<file path="src/rtl/accum_pkg.sv">
// rtl/accum_pkg.sv - shared constants and FSM state type for the accumulator drain
package accum_pkg;

    localparam int NUM_OF_ROM = 32;
    localparam int DATA_W     = 24;
    localparam int IDX_W      = $clog2(NUM_OF_ROM);

    typedef enum logic [1:0] {
        IDLE = 2'd0,
        SEND = 2'd1,
        CHK  = 2'd2,
        DONE = 2'd3
    } drain_state_t;

endpackage

</file>
<file path="src/rtl/accum_snapshot_reg.sv">
// rtl/accum_snapshot_reg.sv - snapshot bank holding one captured word per accumulator lane
//
// Ports:
//   clk      rising-edge clock
//   cap_en   load every lane of d into the bank on this edge
//   d        live accumulator lanes
//   rd_idx   lane selected for read
//   rd_data  selected snapshot word (combinational read)
module accum_snapshot_reg #(
    parameter int NUM_OF_ROM = accum_pkg::NUM_OF_ROM,
    parameter int DATA_W     = accum_pkg::DATA_W,
    parameter int IDX_W      = accum_pkg::IDX_W
) (
    input  logic              clk,
    input  logic              cap_en,
    input  logic [DATA_W-1:0] d [NUM_OF_ROM],
    input  logic [IDX_W-1:0]  rd_idx,
    output logic [DATA_W-1:0] rd_data
);

    logic [DATA_W-1:0] bank [NUM_OF_ROM];

    // Contents only matter after a capture, so the bank carries no reset.
    always_ff @(posedge clk) begin
        if (cap_en) begin
            for (int i = 0; i < NUM_OF_ROM; i++) begin
                bank[i] <= d[i];
            end
        end
    end

    assign rd_data = bank[rd_idx];

endmodule

</file>
<file path="src/rtl/accum_drain.sv">
// rtl/accum_drain.sv - snapshots accumulator lanes on start and drains them as a beat stream
//
// Optional feature: define ACCUM_DRAIN_CHK_EN to append an XOR checksum beat.
//
// Ports:
//   clk, reset   rising-edge clock, synchronous active-high reset
//   start        one-cycle request to snapshot result_i and drain it (honoured in IDLE only)
//   result_i     accumulator lanes
//   hold_o       high while a drain is in progress (SEND/CHK/DONE)
//   m_valid, m_ready, m_data, m_idx, m_last, m_chk   output beat handshake and payload
//   done         one-cycle pulse after the final beat is accepted
module accum_drain #(
    parameter int  NUM_OF_ROM = accum_pkg::NUM_OF_ROM,
    parameter int  DATA_W     = accum_pkg::DATA_W,
    localparam int IDX_W      = $clog2(NUM_OF_ROM)
) (
    input  logic              clk,
    input  logic              reset,
    input  logic              start,
    input  logic [DATA_W-1:0] result_i [NUM_OF_ROM],
    output logic              hold_o,
    output logic              m_valid,
    input  logic              m_ready,
    output logic [DATA_W-1:0] m_data,
    output logic [IDX_W-1:0]  m_idx,
    output logic              m_last,
    output logic              m_chk,
    output logic              done
);

    import accum_pkg::*;

    drain_state_t      state, state_nx;
    logic [IDX_W-1:0]  idx, idx_nx;
    logic [DATA_W-1:0] snap_data;
    logic              cap_en;
    logic              xfer;
    logic              last_lane;

    assign cap_en    = (state == IDLE) && start && !reset;
    assign xfer      = m_valid && m_ready;
    assign last_lane = (idx == IDX_W'(NUM_OF_ROM - 1));

    accum_snapshot_reg #(
        .NUM_OF_ROM (NUM_OF_ROM),
        .DATA_W     (DATA_W),
        .IDX_W      (IDX_W)
    ) u_snapshot (
        .clk     (clk),
        .cap_en  (cap_en),
        .d       (result_i),
        .rd_idx  (idx),
        .rd_data (snap_data)
    );

    always_ff @(posedge clk) begin
        if (reset) begin
            state <= IDLE;
            idx   <= '0;
        end else begin
            state <= state_nx;
            idx   <= idx_nx;
        end
    end

    always_comb begin
        state_nx = state;
        idx_nx   = idx;
        case (state)
            IDLE: begin
                if (start) begin
                    state_nx = SEND;
                    idx_nx   = '0;
                end
            end
            SEND: begin
                if (xfer) begin
                    if (last_lane) begin
                        idx_nx = '0;
`ifdef ACCUM_DRAIN_CHK_EN
                        state_nx = CHK;
`else
                        state_nx = DONE;
`endif
                    end else begin
                        idx_nx = idx + 1'b1;
                    end
                end
            end
            CHK: begin
                if (xfer) begin
                    state_nx = DONE;
                end
            end
            DONE:    state_nx = IDLE;
            default: state_nx = IDLE;
        endcase
    end

    // All beat outputs decode registered state only, so they hold steady while stalled.
    assign hold_o = (state != IDLE);
    assign done   = (state == DONE);
    assign m_idx  = idx;

`ifdef ACCUM_DRAIN_CHK_EN
    logic [DATA_W-1:0] chk_sum;

    // Cleared on the capturing start so each drain checksums only its own lanes.
    always_ff @(posedge clk) begin
        if (reset) begin
            chk_sum <= '0;
        end else if (cap_en) begin
            chk_sum <= '0;
        end else if ((state == SEND) && xfer) begin
            chk_sum <= chk_sum ^ snap_data;
        end
    end

    assign m_valid = (state == SEND) || (state == CHK);
    assign m_data  = (state == CHK) ? chk_sum : snap_data;
    assign m_last  = (state == CHK);
    assign m_chk   = (state == CHK);
`else
    assign m_valid = (state == SEND);
    assign m_data  = snap_data;
    assign m_last  = (state == SEND) && last_lane;
    assign m_chk   = 1'b0;
`endif

endmodule
</file>
<file path="config.mk">
export PLATFORM = sky130hd
export DESIGN_NAME = accum_drain
export DESIGN_NICKNAME = d
export VERILOG_FILES = /design/src/rtl/accum_pkg.sv /design/src/rtl/accum_snapshot_reg.sv /design/src/rtl/accum_drain.sv
export SDC_FILE = /design/constraint.sdc
export NUM_CORES = 1
export LEC_CHECK = 0
export CORE_AREA = 2 2 313 315
export CTS_BUF_LIST = sky130_fd_sc_hd__clkbuf_4
export DETAILED_ROUTE_END_ITERATION = 8
export DIE_AREA = 0 0 315 317
export GPL_TIMING_DRIVEN = 0
export PLACE_DENSITY_LB_ADDON = 0.12
export SYNTH_ARGS = -nofsm -noshare
export SYNTH_HDL_FRONTEND = slang
export SYNTH_SLANG_ARGS = --single-unit
</file>
<file path="constraint.sdc">
create_clock -name clk -period 83.8 [get_ports clk]
set_clock_uncertainty 0.2 [all_clocks]
set_input_delay 8.38 -clock clk [delete_from_list [all_inputs] [get_ports clk]]
set_output_delay 8.38 -clock clk [all_outputs]
set_load 0.02 [all_outputs]
</file>
==> results.json, run 1 <==
{
  "syn_inst": 1698,
  "place.gp.congestion": 0.842,
  "met2_usage_pct": 37.1,
  "clock-sinks": 780,
  "gr-total-overflow": 0,
  "power.leakage_nw": 14.3,
  "slew_viol_final": 0,
  "layout-drive-gt1-share_pct": 15.7,
  "crit_required_ns": 75.22,
  "yosysMostFrequentCell": "edfxtp_1",
  "placed_area_mm2": 0.0408,
  "reg2regPathDepth": 18,
  "cts_setup_buffers": 0,
  "start_util_pct": 31.5,
  "yosysWarnings": 0,
  "ioPinCount": 806,
  "yosysTopAreaCellShare_pct": 76.1,
  "grt_max_degree": 17,
  "p_seq_share_pct": 48.1,
  "drt_iter0_markers": 1273,
  "comb_power_share_pct": 19.4,
  "cts.clk_slew.worst_paths_ns": 0.06,
  "grt.total_usage_pct": 21.7,
  "fin_nets": 3561,
  "arrival_ns": 4.47,
  "period_share_pct": 15.6,
  "ant_nets": 0,
  "ir_drop_uv": 11.0,
  "dieWidth_um": 315,
  "via_per_inst": 4.69,
  "synth_area_leaders": "edfxtp_1 (76%), mux2i_1 (13%), a22oi_1 (1.8%), a22o_1 (1.4%), a21oi_1 (1.3%)",
  "wl_per_cell_um": 26.2,
  "ys_seq_area_share_pct": 76.9,
  "syn_area_mm2": 0.0303,
  "cts-root-buf": "clkbuf_4",
  "crit_path_start_kind": "register",
  "r2r_slack_ns": 79.65,
  "first_pass_iters": 7,
  "finalWirelength_um": 111000,
  "core_area_mm2": 0.0963,
  "yosys-top-cells-count": "edfxtp_1 (768), mux2i_1 (385), a21oi_1 (76)",
  "drcViolationCount": 0,
  "crit_end": "m_data[20]",
  "internal_power_w": 0.000761,
  "relSlewSlack_pct": 28.8,
  "clock_power_share_pct": 32.4,
  "grt_pass1_vias": 21278,
  "route.vias.total": 19923,
  "maxCapViolCount": 0,
  "swShare_pct": 27.7,
  "tightest_slew_ns": 1.07,
  "worstReg2RegStart": "state[0]",
  "num_rows": 114,
  "end_kind": "output pin",
  "cts_tree": "yes",
  "ys_async_sr_fraction_pct": 0,
  "r2r_end": "u_snapshot.bank[13][4]",
  "rsz0062_at_grt": "false",
  "insertion_delay_ns": 1.03,
  "yosys.cell_types.count": 31,
  "cp_slowest_cell": "a31oi_1",
  "final_area_mm2": 0.0435,
  "path_cells": "nor2_1 > clkbuf_1 > a22o_1 > nor3_1 > a31oi_1 > nand3_1 > clkdlybuf4s50_1",
  "met1_usage_pct": 23.9,
  "synth_edf_count": 768,
  "grt_pass1_wl_um": 149000,
  "tns_ns": 0,
  "synth_fp_nets": 2477,
  "clockBufferDepth": 3,
  "ctsResizeCount": 0,
  "port_buffers": 803,
  "path_class": "reg2out",
  "ys.flop_type": "edfxtp_1",
  "htreeDepth": 4,
  "die_area_mm2": 0.0999,
  "yosysTopAreaCell": "edfxtp_1",
  "power_density_mw_per_mm2": 24.2,
  "hold_viol_final": 0,
  "die_height_um": 317,
  "p_switching_w": 0.000291,
  "hp-class": "reg2reg",
  "fmax_ghz": 0.0767,
  "cts_buffers": 209,
  "syn_avg_cell_area_um2": 17.9,
  "slowest_delay_ns": 0.71,
  "ys_ff_latch": 780,
  "dp_hpwl_um": 86800,
  "busiest_layer": "met2",
  "syn_to_final_growth_pct": 43.6,
  "status": "completed",
  "antenna_found_initial": 64,
  "use_met3_pct": 8.67,
  "path_max_fanout": 10,
  "final.min_clock_period_ns": 13.05,
  "hold_buffers": 0,
  "finalSetupViolCount": 0
}
-- cell usage in the layout, fill, tap and decap left out, types with 4 or more instances in the layout --
cell type        Yosys  layout
nor2b_1              4       4
nand2_1             74      74
dfxtp_1             12      12
inv_1                4       4
nor3_1              26      25
clkdlybuf4s50_1      0     803
buf_2               27      27
buf_1                6       6
nand3_1             73      73
clkbuf_4             1     306
inv_6                0       4
clkinv_2             0       7
diode_2              0      31
buf_6               22      83
ha_1                 7       7
a21oi_1             76      76
a22oi_1             72      72
buf_8                0       6
buf_4               14      17
a22o_1              48      48
edfxtp_1           768     768
clkbuf_1            29      29
a31oi_1             24      24
clkinv_1             0      44
nor2_1              10      10
mux2i_1            385     385
bufinv_16            0       4
-- worst max-delay path, delay by kind of cell, from the launching register on --
family	cells	cell delay, ns
AOI/OAI and AO/OA	2	0.96
buffers and inverters	2	1.28
and+or+nand+nor	3	0.86
DFF	1	0.32
-- registers in the layout, summed over array words and instances (netlist names), named ones only --
name / flops
u_snapshot.bank: 768
m_idx: 5
state: 2
-- power groups by stage --
stage / registers [W] / logic, W / clock network (W)
final: 0.000506 / 0.000204 / 0.000341
after global routing: 0.000510 / 0.000218 / 0.000373
after CTS: 0.000507 / 0.000208 / 0.000353
after detailed placement: 0.000515 / 0.000207 / 0
after global placement: 0.000693 / 0.000186 / 0
after floorplan: 0.000640 / 0.0000886 / 0
-- metal layers --
metal	vias up	part of all wire, %
li1	9090	-
met1	9679	37
met2	863	51
met3	223	9.0
met4	68	2.9
met5	-	0.38
-- cell families after synthesis --
kind of cell	Yosys count	share of synthesized area, %
simple gates	196	2.95
fa+ha+maj	7	0.289
buf+inv	103	2.12
other cells	1	0.0124
compound gates	226	5.06
flops	780	76.9
mux	385	12.7
-- final cells by class --
class / instances / area [um^2]
inverter: 4 / 15.0
multi-input combinational: 815 / 6380
antenna: 31 / 77.6
timing repair buffer: 873 / 8840
clock inverter: 67 / 407
buffer: 99 / 627
fill: 8645 / 52700
sequential: 780 / 23300
tap: 1276 / 1600
clock buffer: 305 / 2290
-- worst min path at each step --
stage,cells past startpoint,slack (ns),startpoint,to
after floorplan,2,0.33,state[0],state[0]
after global placement,2,0.34,state[0],state[0]
after detailed placement,2,0.33,m_idx[2],m_idx[2]
after CTS,2,0.36,m_idx[3],m_idx[3]
after global routing,2,0.40,m_idx[3],m_idx[3]
final,2,0.36,m_idx[3],m_idx[3]
-- through the flow --
stage | std cells | utilization (%) | hold slack, ns | total power [W] | setup slack [ns]
floorplan | 1698 | - | 0.326 | 0.000729 | 20.66
global placement | 3777 | 41.5 | 0.341 | 0.000879 | 1.24
detailed placement | 3847 | 42.3 | 0.332 | 0.000722 | 71.48
CTS | 4219 | 45.1 | 0.358 | 0.00107 | 70.48
global route | 4240 | 45.2 | 0.395 | 0.00110 | 70.46
finish | 4250 | 45.2 | 0.362 | 0.00105 | 70.75
Note: power is estimated with default switching activity, not from simulation.
==> run 2: changes to the inputs <==
- clock period: 83.8 -> 11.05 ns (I/O delays scaled with it)
==> results.json, run 2 (synthesis gave the netlist of run 1 again) <==
{
  "status": "completed",
  "whs_ns": 0.341,
  "drt_iter0_markers": 1279,
  "crit_path_start_kind": "register",
  "placed_area_mm2": 0.0411,
  "clock-sinks": 780,
  "crit_required_ns": 9.75,
  "slew_viol_final": 0,
  "path_max_fanout": 10,
  "tightest_slew_ns": 1.17,
  "wl_per_cell_um": 26.2,
  "final_common_cell": "clkdlybuf4s50_1",
  "hold_viol_final": 0,
  "finalWirelength_um": 111000,
  "reg2regPathDepth": 13,
  "insertion_delay_ns": 1.08,
  "grt_max_degree": 25,
  "power_density_mw_per_mm2": 183,
  "fmax_ghz": 0.172,
  "core_area_mm2": 0.0963,
  "busiest_layer": "met2",
  "port_buffers": 803,
  "clock_power_share_pct": 31.9,
  "met1_usage_pct": 24.3,
  "setup_ws_ns": 5.25,
  "arrival_ns": 4.50,
  "comb_power_share_pct": 20.3,
  "cts_setup_buffers": 0,
  "cts.clk_slew.worst_paths_ns": 0.06,
  "utilization_pct": 45.6,
  "top_register": "u_snapshot.bank",
  "dieWidth_um": 315,
  "rsz0062_at_grt": "false",
  "cts_tree": "yes",
  "fillers": 8615,
  "start_util_pct": 31.5,
  "ctsResizeCount": 0,
  "largest_reg_flops": 768,
  "die_area_mm2": 0.0999,
  "dp_cells": 3820,
  "relSlewSlack_pct": 21.9,
  "die_height_um": 317,
  "worstReg2RegStart": "state[0]",
  "final_area_mm2": 0.0439,
  "hold_buffers": 1,
  "finalNonFillerCells": 4228,
  "swShare_pct": 27.4,
  "finalSetupViolCount": 0,
  "power.leakage_nw": 14.4,
  "first_pass_iters": 5,
  "final.min_clock_period_ns": 5.80,
  "gr-total-overflow": 0,
  "crit_end": "m_data[20]",
  "cts_buffers": 213,
  "dp_slack_ns": 6.36,
  "ioPinCount": 806,
  "use_met3_pct": 7.98,
  "path_class": "reg2out",
  "ir_drop_uv": 78.6,
  "grt_pass1_wl_um": 150000,
  "end_kind": "output pin",
  "final_cell_mix": "clkdlybuf4s50_1 (803), edfxtp_1 (768), mux2i_1 (385)",
  "r2r_end": "u_snapshot.bank[27][5]",
  "htreeDepth": 4,
  "met2_usage_pct": 37.9,
  "ant_nets": 0,
  "maxCapViolCount": 0,
  "antenna_found_initial": 43,
  "num_rows": 114,
  "route.vias.total": 19736,
  "grt_pass1_vias": 21293,
  "period_share_pct": 52.5,
  "drcViolationCount": 0,
  "clockBufferDepth": 3,
  "via_per_inst": 4.67,
  "place.gp.congestion": 0.818,
  "p_switching_w": 0.00220,
  "fin_nets": 3539,
  "cts-root-buf": "clkbuf_4",
  "layout-drive-gt1-share_pct": 15.3,
  "dp_hpwl_um": 85600,
  "syn_to_final_growth_pct": 44.7,
  "p_seq_share_pct": 47.8,
  "r2r_slack_ns": 7.25,
  "internal_power_w": 0.00583,
  "hp-class": "in2reg",
  "grt.total_usage_pct": 21.6
}
==> run 2: worst max-delay path: stages (launching register included) <==
cell and delay (ns):
dfxtp_1 0.32, nor2_1 0.60, clkbuf_1 0.61, a22o_1 0.26
nor3_1 0.07, a31oi_1 0.70, nand3_1 0.20, clkdlybuf4s50_1 0.64
==> run 2: how the worst min path moves through the flow <==
stage | to | slack (ns) | cells after the start | from
after detailed placement | m_idx[3] | 0.34 | 2 | m_idx[3]
after global routing | u_snapshot.bank[14][0] | 0.16 | 1 | result_i[408]
after floorplan | state[0] | 0.32 | 2 | state[0]
after global placement | state[0] | 0.34 | 2 | state[0]
after CTS | u_snapshot.bank[9][7] | 0.17 | 1 | result_i[535]
final | u_snapshot.bank[9][7] | 0.34 | 1 | result_i[535]
==> run 2: area by class of cell <==
type	instances	area [um^2]	area share (%)
clock inverter	59	282	0.642
inverter	4	15.0	0.0342
buffer	99	648	1.48
multi-input combinational	815	6390	14.6
tap	1276	1600	3.64
clock buffer	324	2430	5.54
timing repair buffer	847	9140	20.8
antenna	24	60.1	0.137
sequential	780	23300	53.1
==> run 2: power by group through the flow <==
stage / clock [W] / combinational (W) / sequential [W]
2_1_floorplan: 0 / 0.000675 / 0.00419
3_3_place_gp: 0 / 0.00141 / 0.00434
3_5_place_dp: 0 / 0.00165 / 0.00390
4_1_cts: 0.00267 / 0.00166 / 0.00384
5_1_grt: 0.00283 / 0.00173 / 0.00387
6_report: 0.00256 / 0.00163 / 0.00384
==> run 2: layer usage <==
layer	share of wire (%)	vias to the layer above	routed length, um
met2	51	809	56700
met3	8.5	212	9370
li1	-	9059	-
met1	38	9608	41600
met4	2.3	48	2490
met5	0.30	-	335
==> run 2: through the flow <==
stage                     power [W]   TNS, ns
after floorplan             0.00487  -6934.25
after global placement      0.00576         -
after detailed placement    0.00555         0
after CTS                   0.00817         0
after global routing        0.00843         0
final                       0.00803         0
